File: config.mk
export PLATFORM = sky130hd
export DESIGN_NAME = i2s_byte_packer
export DESIGN_NICKNAME = d
export VERILOG_FILES = /design/src/rtl/i2s_byte_packer.sv
export SDC_FILE = /design/constraint.sdc
export NUM_CORES = 1
export LEC_CHECK = 0
export ABC_AREA = 1
export BUFFER_PORTS_ARGS = -buffer_cell sky130_fd_sc_hd__buf_4
export CELL_PAD_IN_SITES_DETAIL_PLACEMENT = 1
export CELL_PAD_IN_SITES_GLOBAL_PLACEMENT = 2
export CORE_MARGIN = 1
export CORE_UTILIZATION = 32
export DETAILED_ROUTE_END_ITERATION = 10
export PLACE_DENSITY_LB_ADDON = 0.12
export SETUP_SLACK_MARGIN = 0.15
export SLEW_MARGIN = 20
export SYNTH_ARGS = -nofsm -noshare
export SYNTH_HDL_FRONTEND = slang
export SYNTH_SLANG_ARGS = --single-unit
File: constraint.sdc
create_clock -name clk -period 2.48 [get_ports clk]
set_input_delay 0.372 -clock clk [delete_from_list [all_inputs] [get_ports clk]]
set_output_delay 0.372 -clock clk [all_outputs]
set_load 0.02 [all_outputs]
File: src/rtl/i2s_byte_packer.sv
// ---------------------------------------------------------------------------
// i2s_byte_packer
//
// Turns PCM samples arriving from the slow I2S / decimator clock domain into
// a byte stream on the system clock. The stream feeds the byte-wide TX FIFO
// that the SPI slave drains.
//
// A sample is captured on the rising edge of the slow sample_done_i strobe.
// That strobe is synchronised by two flops, and a third flop remembers the
// previous level. Each sample is formatted as follows:
//   - optionally, one header byte {4'hA, channel} goes first;
//   - then OUT_BYTES data bytes follow, LSB-first or MSB-first.
// A qualifying edge that arrives while a stream is still in progress is
// discarded and counted in drop_count_o. That counter saturates.
//
// Ports
//   clk            system clock
//   rst_n          synchronous, active-low reset
//   enable_i       1 = accept samples, 0 = ignore sample edges (not counted)
//   ch_mask_i      bit n = 1 enables channel n
//   sample_done_i  level strobe from the slow domain (>=2 clk high / low)
//   sample_i       sample data, signed, stable while sample_done_i is high
//   ch_i           channel ID of sample_i, stable while sample_done_i is high
//   out_data_o     byte to write
//   out_valid_o    out_data_o is valid
//   out_ready_i    sink can accept a byte
//   busy_o         high while a sample is being emitted
//   drop_count_o   samples lost to overrun, saturating at 16'hFFFF
//
// Handshake: a byte moves on the rising clk edge where out_valid_o and
// out_ready_i are both high. out_valid_o/out_data_o are registered and held
// until that transfer. out_valid_o never depends combinationally on
// out_ready_i.
// ---------------------------------------------------------------------------
module i2s_byte_packer #(
    parameter int SAMPLE_WIDTH = 24,
    parameter int OUT_BYTES    = 3,
    parameter int NUM_CHANNELS = 2,
    parameter int HEADER_EN    = 1,
    parameter int MSB_FIRST    = 0,
    parameter int CH_W         = (NUM_CHANNELS > 1) ? $clog2(NUM_CHANNELS) : 1
) (
    input  logic                    clk,
    input  logic                    rst_n,
    input  logic                    enable_i,
    input  logic [NUM_CHANNELS-1:0] ch_mask_i,
    input  logic                    sample_done_i,
    input  logic [SAMPLE_WIDTH-1:0] sample_i,
    input  logic [CH_W-1:0]         ch_i,
    output logic [7:0]              out_data_o,
    output logic                    out_valid_o,
    input  logic                    out_ready_i,
    output logic                    busy_o,
    output logic [15:0]             drop_count_o
);

    localparam int         OW       = OUT_BYTES * 8;
    localparam int         MASK_W   = 1 << CH_W;
    localparam logic [1:0] LAST_IDX = 2'(OUT_BYTES - 1);

    localparam logic [1:0] ST_IDLE = 2'd0;
    localparam logic [1:0] ST_HDR  = 2'd1;
    localparam logic [1:0] ST_DATA = 2'd2;

    // -----------------------------------------------------------------------
    // State
    // -----------------------------------------------------------------------
    logic [2:0]    sync_q,  sync_d;
    logic [1:0]    state_q, state_d;
    logic [1:0]    idx_q,   idx_d;
    logic [OW-1:0] word_q,  word_d;
    logic          valid_q, valid_d;
    logic [7:0]    data_q,  data_d;
    logic [15:0]   drop_q,  drop_d;

    // -----------------------------------------------------------------------
    // Strobe synchroniser and edge detection.
    // sync_q[0] and sync_q[1] form the two-flop synchroniser. sync_q[2]
    // holds the previous synchronised level. All three flops reset to 1.
    // Because of that, a strobe that is already high when reset is
    // released looks like a steady level and not a new edge.
    // -----------------------------------------------------------------------
    logic edge_pulse;

    assign edge_pulse = sync_q[1] & ~sync_q[2];

    // -----------------------------------------------------------------------
    // Channel qualification.
    // The mask is widened to cover every value ch_i can encode. IDs at or
    // above NUM_CHANNELS therefore look up a zero bit and are treated as
    // masked.
    // -----------------------------------------------------------------------
    logic [MASK_W-1:0] mask_ext;

    always_comb begin
        mask_ext = '0;
        for (int n = 0; n < NUM_CHANNELS; n++) begin
            mask_ext[n] = ch_mask_i[n];
        end
    end

    logic qualify;

    assign qualify = edge_pulse & enable_i & mask_ext[ch_i];

    // -----------------------------------------------------------------------
    // Word formation.
    // Narrow outputs keep the MSBs of the sample. Wide outputs sign-extend
    // the sample.
    // -----------------------------------------------------------------------
    logic [OW-1:0] word_new;

    generate
        if (OW < SAMPLE_WIDTH) begin : g_trunc
            logic unused_lsbs;
            assign word_new    = sample_i[SAMPLE_WIDTH-1 -: OW];
            assign unused_lsbs = ^sample_i[SAMPLE_WIDTH-OW-1:0];
        end else if (OW > SAMPLE_WIDTH) begin : g_sext
            assign word_new = {{(OW - SAMPLE_WIDTH){sample_i[SAMPLE_WIDTH-1]}}, sample_i};
        end else begin : g_pass
            assign word_new = sample_i;
        end
    endgenerate

    logic [7:0] header_new;

    assign header_new = {4'hA, 4'(ch_i)};

    // Returns byte number k of the stream. Byte 0 is the word's LSB when
    // the order is LSB-first, and its MSB when the order is MSB-first.
    function automatic logic [7:0] pick_byte(input logic [OW-1:0] w,
                                             input logic [1:0]    k);
        logic [7:0] b;
        b = 8'h00;
        for (int i = 0; i < OUT_BYTES; i++) begin
            if (k == 2'(i)) begin
                if (MSB_FIRST != 0) begin
                    b = w[8*(OUT_BYTES-1-i) +: 8];
                end else begin
                    b = w[8*i +: 8];
                end
            end
        end
        return b;
    endfunction

    // -----------------------------------------------------------------------
    // Capture / overrun decision.
    // A new sample may load while the FSM is idle. It may also load in the
    // same cycle that the final data byte leaves, so back-to-back samples
    // lose no cycle. A qualifying edge at any other busy time is an overrun.
    // -----------------------------------------------------------------------
    logic xfer;
    logic last_xfer;
    logic can_capture;
    logic capture;
    logic drop_evt;

    assign xfer        = valid_q & out_ready_i;
    assign last_xfer   = (state_q == ST_DATA) & xfer & (idx_q == LAST_IDX);
    assign can_capture = (state_q == ST_IDLE) | last_xfer;
    assign capture     = qualify & can_capture;
    assign drop_evt    = qualify & ~can_capture;

    // -----------------------------------------------------------------------
    // Next-state logic
    // -----------------------------------------------------------------------
    logic load_new;

    always_comb begin
        sync_d   = {sync_q[1:0], sample_done_i};
        state_d  = state_q;
        idx_d    = idx_q;
        word_d   = word_q;
        valid_d  = valid_q;
        data_d   = data_q;
        drop_d   = drop_q;
        load_new = 1'b0;

        case (state_q)
            ST_IDLE: begin
                if (capture) begin
                    load_new = 1'b1;
                end
            end

            ST_HDR: begin
                if (xfer) begin
                    state_d = ST_DATA;
                    idx_d   = 2'd0;
                    data_d  = pick_byte(word_q, 2'd0);
                end
            end

            ST_DATA: begin
                if (xfer) begin
                    if (idx_q == LAST_IDX) begin
                        if (capture) begin
                            load_new = 1'b1;
                        end else begin
                            state_d = ST_IDLE;
                            idx_d   = 2'd0;
                            valid_d = 1'b0;
                            data_d  = 8'h00;
                        end
                    end else begin
                        idx_d  = idx_q + 2'd1;
                        data_d = pick_byte(word_q, idx_q + 2'd1);
                    end
                end
            end

            default: begin
                state_d = ST_IDLE;
                idx_d   = 2'd0;
                valid_d = 1'b0;
                data_d  = 8'h00;
            end
        endcase

        // Load a freshly captured sample. Its first byte is presented
        // immediately, so it appears one cycle after the capture edge.
        if (load_new) begin
            word_d  = word_new;
            valid_d = 1'b1;
            idx_d   = 2'd0;
            if (HEADER_EN != 0) begin
                state_d = ST_HDR;
                data_d  = header_new;
            end else begin
                state_d = ST_DATA;
                data_d  = pick_byte(word_new, 2'd0);
            end
        end

        if (drop_evt && (drop_q != 16'hFFFF)) begin
            drop_d = drop_q + 16'd1;
        end
    end

    // -----------------------------------------------------------------------
    // Registers
    // -----------------------------------------------------------------------
    always_ff @(posedge clk) begin
        if (!rst_n) begin
            sync_q  <= 3'b111;
            state_q <= ST_IDLE;
            idx_q   <= 2'd0;
            word_q  <= '0;
            valid_q <= 1'b0;
            data_q  <= 8'h00;
            drop_q  <= 16'h0000;
        end else begin
            sync_q  <= sync_d;
            state_q <= state_d;
            idx_q   <= idx_d;
            word_q  <= word_d;
            valid_q <= valid_d;
            data_q  <= data_d;
            drop_q  <= drop_d;
        end
    end

    assign out_data_o   = data_q;
    assign out_valid_o  = valid_q;
    assign busy_o       = (state_q != ST_IDLE);
    assign drop_count_o = drop_q;

endmodule
==> results_dict.tcl <==
set metrics [dict create \
    synth_seq_area_share_pct 39.9 \
    clock_path_buffers 2 \
    grt_overflow 0 \
    path_class "reg2reg" \
    die-area_um2 9170 \
    slew_violations 0 \
    synthCells 397 \
    multi_input_area_um2 1450 \
    htree_levels 2 \
    grt_use_total_pct 17.7 \
    rsz0062_at_grt "false" \
    clkSinkCount 56 \
    root_buffer "clkbuf_8" \
    numPortBuffers 57 \
    synth_nets 433 \
    area_growth_pct 21.3 \
    clock_skew_ns 0.0107 \
    ant_nets 0 \
    layout_min_cycle_time_ns 1.98 \
    p_int_w 0.00128 \
    fin_tns_setup_ns 0 \
    ctsHoldBuffers 0 \
    routabilityCongestion 0.777 \
    p_sw_share_pct 24.9 \
    drtIter0Drc 79 \
    finalCritPeriodShare_pct 79.7 \
    grt_pass1_wl_um 12400 \
    drive_gt1_share_pct 23.1 \
    cp.arrival_ns 2.17 \
    dr.pass1.iters 4 \
    ctsResizeCount 0 \
    ir_worst_vdd_mv 0.198 \
    cts_setup_buffers 0 \
    initial_core_util_pct 33.7 \
    num_io_pins 58 \
    max_slew_margin_pct 60.5 \
    worstMarginPinSlew_ns 0.590 \
    grt_max_degree 38 \
    clkPwrFrac_pct 35.2 \
    async_flop_share_pct 0 \
    pwr-share-comb_pct 10.9 \
    cts_buffers 5 \
    core_um2 8340 \
    clkTransAtPathRegs_ns 0.10 \
    p_sw_w 0.000426 \
    drv_cap 0 \
    crit_path_start_kind "flop" \
    path_cells "inv_1, ha_1, nand3_1, o21ai_2, nand2_1, buf_4, o21ai_0, a21oi_1" \
    crit_fanout 37 \
    rr_worst_depth 8 \
    critical_path_required_ns 2.68 \
    hold_ws_ns 0.245 \
    synth.distinct_cells 33 \
    end_kind "flop" \
    cp_slowest_cell "buf_4" \
    netlist_area_um2 2810 \
    max_stage_delay_ns 0.34 \
    fin_util_pct 40.9 \
    avgSynthCellArea_um2 7.08 \
    fill_cells 1095 \
    vias 2624 \
    status "finished, final reports clean" \
    drc 0 \
    finalHoldViolations 0 \
    power_density_nw_per_um2 502 \
    synth_edf_count 0 \
    viasPerCell 4.72 \
    leakage_nw 1.42 \
    n_antenna_cell 0 \
    hold_path_depth 2 \
    worst_skew_pair.late_latency_ns 0.31 \
    drt_wl_total_um 7460 \
    grt_pass1_vias 2698 \
    timing.fmax_mhz 506 \
    hold_path_class "in2reg" \
    regArea_um2 1120 \
    setup-violations-final 0 \
    cts_tree "done" \
    synth_flop_cell "dfxtp_1" \
    seqPwrFrac_pct 53.9 \
    final_nets 486 \
    die_y_um 95.8 \
    die_w_um 95.8 \
    synth-seq-cells 56 \
    ys_warn_count 0 \
    num_rows 33 \
    dp_hpwl_um 5730 \
    wire_per_inst_um 13.4 \
    antenna_found_initial 0 \
]
## stage by stage
stage	setup WS [ns]	cells	cell area (µm²)	total power [W]
floorplan	0.852	397	2810	0.00105
global placement	0.565	548	3300	0.00113
detailed placement	0.487	548	3300	0.00113
CTS	0.464	556	3410	0.00175
global route	0.303	556	3410	0.00181
finish	0.504	556	3410	0.00171
## layout make-up
class	count	area share, %
inverter	41	4.51
clock inverter	3	1.25
sequential	56	32.9
clock buffer	5	2.02
multi-input combinational	287	42.5
timing repair buffer	59	13.0
tap	105	3.85
## power groups by stage
stage | clock network, W | registers [W] | logic (W)
CTS | 0.000634 | 0.000923 | 0.000190
global placement | 0 | 0.000943 | 0.000187
finish | 0.000602 | 0.000923 | 0.000186
detailed placement | 0 | 0.000943 | 0.000190
global route | 0.000671 | 0.000925 | 0.000211
floorplan | 0 | 0.000942 | 0.000110
## cells in the final DEF (no fill, tap or decap), types with 2 or more instances in the layout
master / count
o21ai_0: 21
inv_1: 37
ha_1: 4
nor3_4: 2
a21oi_2: 10
or2_2: 3
inv_2: 4
xnor2_1: 3
clkbuf_8: 5
xor2_1: 5
nand2_2: 8
nor2_4: 3
a21oi_1: 29
nand3_1: 16
nand2_1: 99
nor2_1: 52
nand4_1: 3
nor2_2: 2
dfxtp_1: 56
buf_4: 59
a31oi_1: 2
o21ai_1: 17
## per-layer routing
layer  track usage [%]  vias to the layer above  share of wire [%]
met2              34.6                       39                 54
li1                  -                     1368                  -
met3              3.00                        9                2.9
met1              19.4                     1208                 42
met5                 0                        -                  0
met4              4.60                        0                1.3
## final timing paths
path	start	to	slack (ns)
worst max-delay path	state_q[0]	word_q[21]	0.50
worst min-delay path	sample_done_i	sync_q[0]	0.25
worst max register to register	state_q[0]	word_q[21]	0.50
worst min register to register	sync_q[0]	sync_q[1]	0.42
## kinds of logic (layout without fill, tap and decap cells)
group,Yosys count,in the layout,synth area share (%)
compound gates,81,81,16.0
flops,56,56,39.9
simple gates,194,194,31.3
xor+xnor,8,8,2.49
fa+ha+maj,4,4,1.78
buf+inv,54,108,8.58
## worst max-delay path: cells and delay by family, from the launching register on
kind	cells	cell delay (ns)
compound gates	3	0.44
simple gates	2	0.40
flops	1	0.33
fa+ha+maj	1	0.27
buf+inv	2	0.42
## cell usage after synthesis, types with 4 or more instances
cell / count / area share (%)
clkbuf_1: 5 / 0.67
nand2_2: 8 / 1.8
inv_2: 4 / 0.53
o21ai_0: 21 / 3.7
dfxtp_1: 56 / 40
a21oi_2: 10 / 3.1
nand2_1: 99 / 13
a21oi_1: 29 / 5.2
inv_1: 37 / 4.9
xor2_1: 5 / 1.6
nor2_1: 52 / 6.9
o21ai_1: 17 / 3.0
ha_1: 4 / 1.8
nand3_1: 16 / 2.8
## state kept, by name (all words and copies together), names as in the netlist
| register | cells |
|---|---|
| idx_q | 2 |
| out_data_o | 8 |
| word_q | 24 |
| out_valid_o | 1 |
| drop_count_o | 16 |
| sync_q | 3 |
| state_q | 2 |
Note: power is estimated with default switching activity, not from simulation.
